<file path="src/rtl/mollusc_pkg.sv">
// rtl/mollusc_pkg.sv - shared widths, fetch entry type and PC helpers for the fetch stage
package mollusc_pkg;

  localparam int XLEN    = 32;
  localparam int INSTR_W = 27;
  localparam int PRED_W  = 5;

  localparam logic [XLEN-1:0] PC_STEP = 32'd4;

  typedef struct packed {
    logic [PRED_W-1:0]  pred;
    logic [INSTR_W-1:0] instr;
    logic [XLEN-1:0]    pc;
    logic               fault;
  } fetch_entry_t;

  function automatic logic [XLEN-1:0] word_align(input logic [XLEN-1:0] addr);
    return {addr[XLEN-1:2], 2'b00};
  endfunction

endpackage

</file>
<file path="src/rtl/fetch_unit_if.sv">
// rtl/fetch_unit_if.sv - memory request/response, redirect and decode handshake bundle
interface fetch_unit_if;
  import mollusc_pkg::*;

  logic               imem_req_valid;
  logic               imem_req_ready;
  logic [XLEN-1:0]    imem_req_addr;
  logic               imem_resp_valid;
  logic [XLEN-1:0]    imem_resp_data;
  logic               imem_resp_err;
  logic               redirect_valid;
  logic [XLEN-1:0]    redirect_pc;
  logic               out_valid;
  logic               out_ready;
  logic [INSTR_W-1:0] out_instr;
  logic [PRED_W-1:0]  out_pred;
  logic [XLEN-1:0]    out_pc;
  logic               out_fault;

  modport master (
    output imem_req_valid, imem_req_addr,
    input  imem_req_ready, imem_resp_valid, imem_resp_data, imem_resp_err,
    input  redirect_valid, redirect_pc,
    output out_valid, out_instr, out_pred, out_pc, out_fault,
    input  out_ready
  );

  modport slave (
    input  imem_req_valid, imem_req_addr,
    output imem_req_ready, imem_resp_valid, imem_resp_data, imem_resp_err,
    output redirect_valid, redirect_pc,
    input  out_valid, out_instr, out_pred, out_pc, out_fault,
    output out_ready
  );

endinterface

</file>
<file path="src/rtl/fetch_fifo.sv">
// rtl/fetch_fifo.sv - synchronous response buffer of fetch entries with flush
module fetch_fifo
  import mollusc_pkg::*;
#(
  parameter int DEPTH = 4
) (
  input  logic                       clk,
  input  logic                       rst_n,
  input  logic                       push,
  input  logic                       pop,
  input  logic                       flush,
  input  fetch_entry_t               din,
  output fetch_entry_t               head,
  output logic                       valid,
  output logic [$clog2(DEPTH+1)-1:0] count
);

  localparam int AW = $clog2(DEPTH);
  localparam int CW = $clog2(DEPTH+1);
  localparam logic [CW-1:0] FULL = CW'(DEPTH);

  fetch_entry_t  mem [DEPTH];
  logic [AW-1:0] wr_ptr;
  logic [AW-1:0] rd_ptr;
  logic          do_push;
  logic          do_pop;

  assign valid   = (count != '0);
  assign do_pop  = pop & valid;
  // A pop frees the slot in the same edge, so push is allowed while full.
  assign do_push = push & ((count != FULL) | do_pop);
  assign head    = mem[rd_ptr];

  always_ff @(posedge clk) begin
    if (!rst_n || flush) begin
      wr_ptr <= '0;
      rd_ptr <= '0;
      count  <= '0;
    end else begin
      if (do_push) wr_ptr <= wr_ptr + AW'(1);
      if (do_pop)  rd_ptr <= rd_ptr + AW'(1);
      count <= count + CW'(do_push) - CW'(do_pop);
    end
  end

  always_ff @(posedge clk) begin
    if (do_push) mem[wr_ptr] <= din;
  end

endmodule

</file>
<file path="src/rtl/fetch_unit.sv">
// rtl/fetch_unit.sv - PC owner, credit-limited request issue, squash and halt control
module fetch_unit
  import mollusc_pkg::*;
#(
  parameter logic [XLEN-1:0] RESET_PC   = 32'h0000_0000,
  parameter int              FIFO_DEPTH = 4
) (
  input  logic          clk,
  input  logic          rst_n,
  fetch_unit_if.master  bus
);

  localparam int CW = $clog2(FIFO_DEPTH+1);
  localparam logic [CW:0] CREDITS = (CW+1)'(FIFO_DEPTH);

  logic [XLEN-1:0] pc_q;
  logic [XLEN-1:0] resp_pc_q;
  logic [XLEN-1:0] hold_addr_q;
  logic [XLEN-1:0] redirect_target;
  logic [CW-1:0]   outstanding_q;
  logic [CW-1:0]   outstanding_n;
  logic [CW-1:0]   drop_q;
  logic [CW-1:0]   fifo_count;
  logic            halted_q;
  logic            hold_q;
  logic            stale_q;
  logic            credit_ok;
  logic            req_valid;
  logic            hs;
  logic            resp_take;
  logic            push;
  logic            pop;
  logic            head_valid;
  fetch_entry_t    push_entry;
  fetch_entry_t    head;

  assign redirect_target = word_align(bus.redirect_pc);
  assign credit_ok = ({1'b0, outstanding_q} + {1'b0, fifo_count}) < CREDITS;
  assign req_valid = rst_n & (hold_q | (credit_ok & ~halted_q & ~bus.redirect_valid));
  assign hs        = req_valid & bus.imem_req_ready;
  // A response with nothing outstanding can only be a leftover from before reset.
  assign resp_take = bus.imem_resp_valid & (outstanding_q != '0);
  assign push      = resp_take & (drop_q == '0) & ~bus.redirect_valid;
  assign pop       = head_valid & bus.out_ready & ~bus.redirect_valid;
  assign outstanding_n = outstanding_q + CW'(hs) - CW'(resp_take);

  always_comb begin
    push_entry       = '0;
    push_entry.pc    = resp_pc_q;
    push_entry.fault = bus.imem_resp_err;
    if (!bus.imem_resp_err) begin
      push_entry.pred  = bus.imem_resp_data[31:27];
      push_entry.instr = bus.imem_resp_data[26:0];
    end
  end

  // stale_q marks a held request raised before a redirect: it still completes, but is
  // squashed and must not advance the PC.
  always_ff @(posedge clk) begin
    if (!rst_n) begin
      pc_q          <= RESET_PC;
      resp_pc_q     <= RESET_PC;
      hold_addr_q   <= RESET_PC;
      hold_q        <= 1'b0;
      stale_q       <= 1'b0;
      outstanding_q <= '0;
      drop_q        <= '0;
      halted_q      <= 1'b0;
    end else begin
      hold_q        <= req_valid & ~bus.imem_req_ready;
      hold_addr_q   <= bus.imem_req_addr;
      stale_q       <= req_valid & ~bus.imem_req_ready & (stale_q | bus.redirect_valid);
      outstanding_q <= outstanding_n;
      if (bus.redirect_valid) begin
        pc_q      <= redirect_target;
        resp_pc_q <= redirect_target;
        halted_q  <= 1'b0;
        drop_q    <= outstanding_n;
      end else begin
        if (hs && !stale_q)                pc_q      <= pc_q + PC_STEP;
        if (push)                          resp_pc_q <= resp_pc_q + PC_STEP;
        if (push && bus.imem_resp_err)     halted_q  <= 1'b1;
        drop_q <= drop_q - CW'(resp_take && (drop_q != '0)) + CW'(hs && stale_q);
      end
    end
  end

  fetch_fifo #(.DEPTH(FIFO_DEPTH)) u_fifo (
    .clk   (clk),
    .rst_n (rst_n),
    .push  (push),
    .pop   (pop),
    .flush (bus.redirect_valid),
    .din   (push_entry),
    .head  (head),
    .valid (head_valid),
    .count (fifo_count)
  );

  assign bus.imem_req_valid = req_valid;
  assign bus.imem_req_addr  = hold_q ? hold_addr_q : pc_q;
  assign bus.out_valid      = head_valid;
  assign bus.out_instr      = head.instr;
  assign bus.out_pred       = head.pred;
  assign bus.out_pc         = head.pc;
  assign bus.out_fault      = head_valid & head.fault;

endmodule

</file>
<file path="src/flat_wrapper.sv">
// flat-port wrapper written by rule: the top's interface ports become plain ports
module fetch_unit_flat import mollusc_pkg::*;
#(
  parameter logic [XLEN-1:0] RESET_PC   = 32'h0000_0000,
  parameter int              FIFO_DEPTH = 4
)
  (clk, rst_n, bus_imem_req_valid, bus_imem_req_addr, bus_imem_req_ready, bus_imem_resp_valid, bus_imem_resp_data, bus_imem_resp_err, bus_redirect_valid, bus_redirect_pc, bus_out_valid, bus_out_instr, bus_out_pred, bus_out_pc, bus_out_fault, bus_out_ready);
  fetch_unit_if bus_i ();
  input  logic clk;
  input  logic rst_n;
  output wire logic [$bits(bus_i.imem_req_valid)-1:0] bus_imem_req_valid;
  output wire logic [$bits(bus_i.imem_req_addr)-1:0] bus_imem_req_addr;
  input wire logic [$bits(bus_i.imem_req_ready)-1:0] bus_imem_req_ready;
  input wire logic [$bits(bus_i.imem_resp_valid)-1:0] bus_imem_resp_valid;
  input wire logic [$bits(bus_i.imem_resp_data)-1:0] bus_imem_resp_data;
  input wire logic [$bits(bus_i.imem_resp_err)-1:0] bus_imem_resp_err;
  input wire logic [$bits(bus_i.redirect_valid)-1:0] bus_redirect_valid;
  input wire logic [$bits(bus_i.redirect_pc)-1:0] bus_redirect_pc;
  output wire logic [$bits(bus_i.out_valid)-1:0] bus_out_valid;
  output wire logic [$bits(bus_i.out_instr)-1:0] bus_out_instr;
  output wire logic [$bits(bus_i.out_pred)-1:0] bus_out_pred;
  output wire logic [$bits(bus_i.out_pc)-1:0] bus_out_pc;
  output wire logic [$bits(bus_i.out_fault)-1:0] bus_out_fault;
  input wire logic [$bits(bus_i.out_ready)-1:0] bus_out_ready;
  assign bus_imem_req_valid = bus_i.imem_req_valid;
  assign bus_imem_req_addr = bus_i.imem_req_addr;
  assign bus_i.imem_req_ready = bus_imem_req_ready;
  assign bus_i.imem_resp_valid = bus_imem_resp_valid;
  assign bus_i.imem_resp_data = bus_imem_resp_data;
  assign bus_i.imem_resp_err = bus_imem_resp_err;
  assign bus_i.redirect_valid = bus_redirect_valid;
  assign bus_i.redirect_pc = bus_redirect_pc;
  assign bus_out_valid = bus_i.out_valid;
  assign bus_out_instr = bus_i.out_instr;
  assign bus_out_pred = bus_i.out_pred;
  assign bus_out_pc = bus_i.out_pc;
  assign bus_out_fault = bus_i.out_fault;
  assign bus_i.out_ready = bus_out_ready;
  fetch_unit #(.RESET_PC(RESET_PC), .FIFO_DEPTH(FIFO_DEPTH)) u_core (.clk(clk), .rst_n(rst_n), .bus(bus_i));
endmodule
</file>
<file path="config.mk">
export PLATFORM = sky130hd
export DESIGN_NAME = fetch_unit_flat
export DESIGN_NICKNAME = d
export VERILOG_FILES = /design/src/rtl/mollusc_pkg.sv /design/src/rtl/fetch_unit_if.sv /design/src/rtl/fetch_fifo.sv /design/src/rtl/fetch_unit.sv /design/src/flat_wrapper.sv
export SDC_FILE = /design/constraint.sdc
export NUM_CORES = 1
export LEC_CHECK = 0
export ABC_AREA = 0
export BUFFER_PORTS_ARGS = -buffer_cell sky130_fd_sc_hd__buf_2
export CORE_MARGIN = 5
export CORE_UTILIZATION = 63
export DETAILED_ROUTE_END_ITERATION = 6
export HOLD_SLACK_MARGIN = 0.06
export MAX_ROUTING_LAYER = met4
export PLACE_DENSITY_LB_ADDON = 0.1
export SLEW_MARGIN = 20
export SYNTH_ARGS = -nofsm -noshare
export SYNTH_HDL_FRONTEND = slang
export SYNTH_SLANG_ARGS = --single-unit
</file>
<file path="constraint.sdc">
create_clock -name clk -period 12.2 [get_ports clk]
set_input_delay 3.66 -clock clk [delete_from_list [all_inputs] [get_ports clk]]
set_output_delay 3.66 -clock clk [all_outputs]
set_load 0.01 [all_outputs]
</file>
==> flow_summary.yaml <==
worst_setup_path:
  r2r_slack_ns: 8.89
  crit_chain: "buf_2, buf_4, clkinv_1, nor2_1, buf_2"
  cp.buffers_inverters: 4
  start_kind: "input pin"
  required_ns: 8.54
  slowest_delay_ns: 0.73
  path_common_cell: "buf_2"
  critPathKind: "in2out"
  worst-path-max-fanout: 90
  cp-end-kind: "primary output"
  arrival_ns: 5.56
  cpMaxStageDelayCell: "clkinv_1"
  critical-path-top-delay-family: "buffers and inverters"
route:
  wl_per_cell_um: 20.4
  wl_met3_mm: 1.55
  wl_met1_mm: 13.5
  drt_iter0_drc: 643
  vias_per_cell: 5.96
  final_antenna_net_count: 0
  top_layer: "met4"
  route.detailed.drc: 0
  via_count: 9028
  wirelength_mm: 30.9
  dr_wl_met2_mm: 15.1
  firstDrtPassIters: 5
layout:
  final_cell_area_um2: 17100
  final_layout_size_suffix_gt1_share_pct: 27.5
  areaGrowthSynthToFinish_pct: 15.6
  finalNetCount: 1255
  fill_cells: 1565
  n_antenna_cell: 0
pwr:
  p_int_mw: 2.18
  p_per_area_nw_per_um2: 165
  p_leak_nw: 5.95
  seq_power_share_pct: 50.4
  switching_share_pct: 23.1
  ir_drop_mv: 0.135
  net-switching-power_uw: 653
  comb_power_share_pct: 10.3
  power_frac_clock_pct: 39.3
synth:
  synthArstFlopShare_pct: 0
  netlist_area_um2: 14800
  yosys.cell_types.count: 57
  seq_area_frac_synth_pct: 65.9
  synth_area_per_cell_um2: 14.7
  synth-edff-count: 252
  synth_cells: 1009
  synthFlopType: "edfxtp_1"
  ys_warn_count: 0
  ys_ff_latch: 362
sta:
  fmax_ghz: 0.108
  hold_viol_final: 0
  setup_violations: 0
  finClkSkew_ns: 0.0184
  period_share_pct: 75.6
  worstMarginPinSlew_ns: 0.945
  rsz0062_at_grt: "false"
  fin_crit_ns: 9.22
  setup_ws_ns: 2.98
  slew_headroom_pct: 37.0
  drv_slew: 0
  setup_tns_ns: 0
  timing.hold.ws_ns: 0.494
cts:
  clk_path_buf_depth: 3
  root_buffer: "clkbuf_16"
  cts_resized: 0
  cts_made_buffers: 37
  cts_sinks: 362
  clk_pin_slew_worst_paths_ns: 0.06
  postCtsSetupBuffers: 0
  hold_buffers: 0
  cts_tree: "built"
  clk_latency_ns: 0.52
  htreeDepth: 2
global_route:
  grt_max_degree: 91
  grt_pass1_wl_mm: 48.8
  antenna_found_initial: 0
  grt_pass1_vias: 9068
  grtUsageTotal_pct: 24.0
  overflow: 0
placed_design:
  numPortBuffers: 165
  place.gp.congestion: 0.875
  post-place-ws_ns: 3.04
  place_hpwl_mm: 19.3
  place_area_um2: 15900
floorplan:
  design.portCount: 170
  num_rows: 56
  start_util_pct: 63.5
  fp.dieW_um: 163
  die_h_um: 163
  dieArea_um2: 26700
  coreArea_um2: 23300
flow_run:
  cap_viol_max_count: 0
min_path:
  min_path_type: "reg2reg"
status:
  outcome: "finished, final reports clean"
-- power by group through the flow --
stage	clock (mW)	combinational, mW	sequential, mW
after global placement	0	0.286	1.45
after detailed placement	0	0.290	1.45
after global routing	1.19	0.321	1.43
after CTS	1.13	0.293	1.43
final	1.11	0.290	1.43
after floorplan	0	0.196	1.44
-- placed cells by master (no fill, tap or decap), types with 14 or more instances in the layout --
cell,instances
edfxtp_1,252
buf_2,165
dfxtp_1,108
mux4_2,63
nand2_1,48
and2_1,40
a21oi_1,40
clkbuf_16,40
o21ai_0,39
xnor2_1,35
nor2b_1,33
nand3_1,27
mux2_2,25
nor2_1,24
nor3_1,23
nor4_1,21
inv_1,21
ha_1,14
-- worst register-to-register path: cells and delay by family, from the launching register on --
kind / cells / cell delay [ns]
flip-flops: 1 / 0.35
buffers and inverters: 1 / 0.63
AND/OR/NAND/NOR: 4 / 1.89
-- per-layer routing --
metal,global-route usage (%),up-vias
met5,-,-
met4,6.75,0
met3,3.61,51
met2,38.2,312
met1,32.8,4464
li1,-,4201
-- per-stage QoR --
step	power, mW	instances	utilization [%]
2_1_floorplan	1.63	1010	-
3_3_place_gp	1.73	1447	68.2
3_5_place_dp	1.74	1447	68.2
4_1_cts	2.85	1515	73.5
5_1_grt	2.94	1515	73.5
6_report	2.83	1515	73.5
-- final cells by class --
cell class	instances	area [um^2]	area share (%)
inverters	24	90.1	0.525
clock buffers	52	1090	6.33
multi-input cells	566	4750	27.7
well taps	319	399	2.33
flip-flops and latches	362	9770	57.0
repair buffers	176	908	5.30
clock inverters	16	138	0.803
-- path summary, 6_finish.rpt --
path / end / start / cells past startpoint
max: bus_imem_req_valid / rst_n / 5
min: u_core.halted_q / u_core.halted_q / 2
max reg2reg: u_core.u_fifo.mem[0][8] / u_core.drop_q[1] / 5
min reg2reg: u_core.halted_q / u_core.halted_q / 2
-- Yosys cell counts, drive strengths merged, types with 7 or more instances --
master  count  area, um^2
or3         7        43.8
buf        15        65.1
nand4      11        68.8
dfxtp     110        2200
and4       12         105
and2       44         275
a31oi      10        62.6
mux2       25         282
nand2      48         180
o21ai      39         195
nand3      28         145
ha         14         175
mux4       63        1420
a21oi      40         200
edfxtp    252        7570
xnor2      35         307
nor2       24        90.1
and3       12        75.1
nor4       21         131
inv        22        82.6
clkbuf     43         163
nor2b      33         206
nor3       24         125
-- cells by family (layout without fill, tap and decap cells) --
logic type	Yosys count	count (layout)	synth area share, %
flops	362	362	65.9
simple gates	282	282	10.7
compound gates	134	134	5.65
mux	92	92	11.7
buf+inv	82	268	2.14
xor+xnor	39	39	2.30
fa+ha+maj	17	17	1.59
other cells	1	2	0.0253
-- registers in the layout, indices dropped and copies added, names as in the netlist, named ones only --
signal                cells
u_core.stale_q            1
u_core.u_fifo.count       3
u_core.hold_q             1
u_core.pc_q              30
u_core.u_fifo.rd_ptr      2
u_core.drop_q             3
u_core.hold_addr_q       32
u_core.outstanding_q      3
u_core.u_fifo.mem       252
u_core.halted_q           1
u_core.u_fifo.wr_ptr      2
u_core.resp_pc_q         30
(Power assumes the default switching activity.)
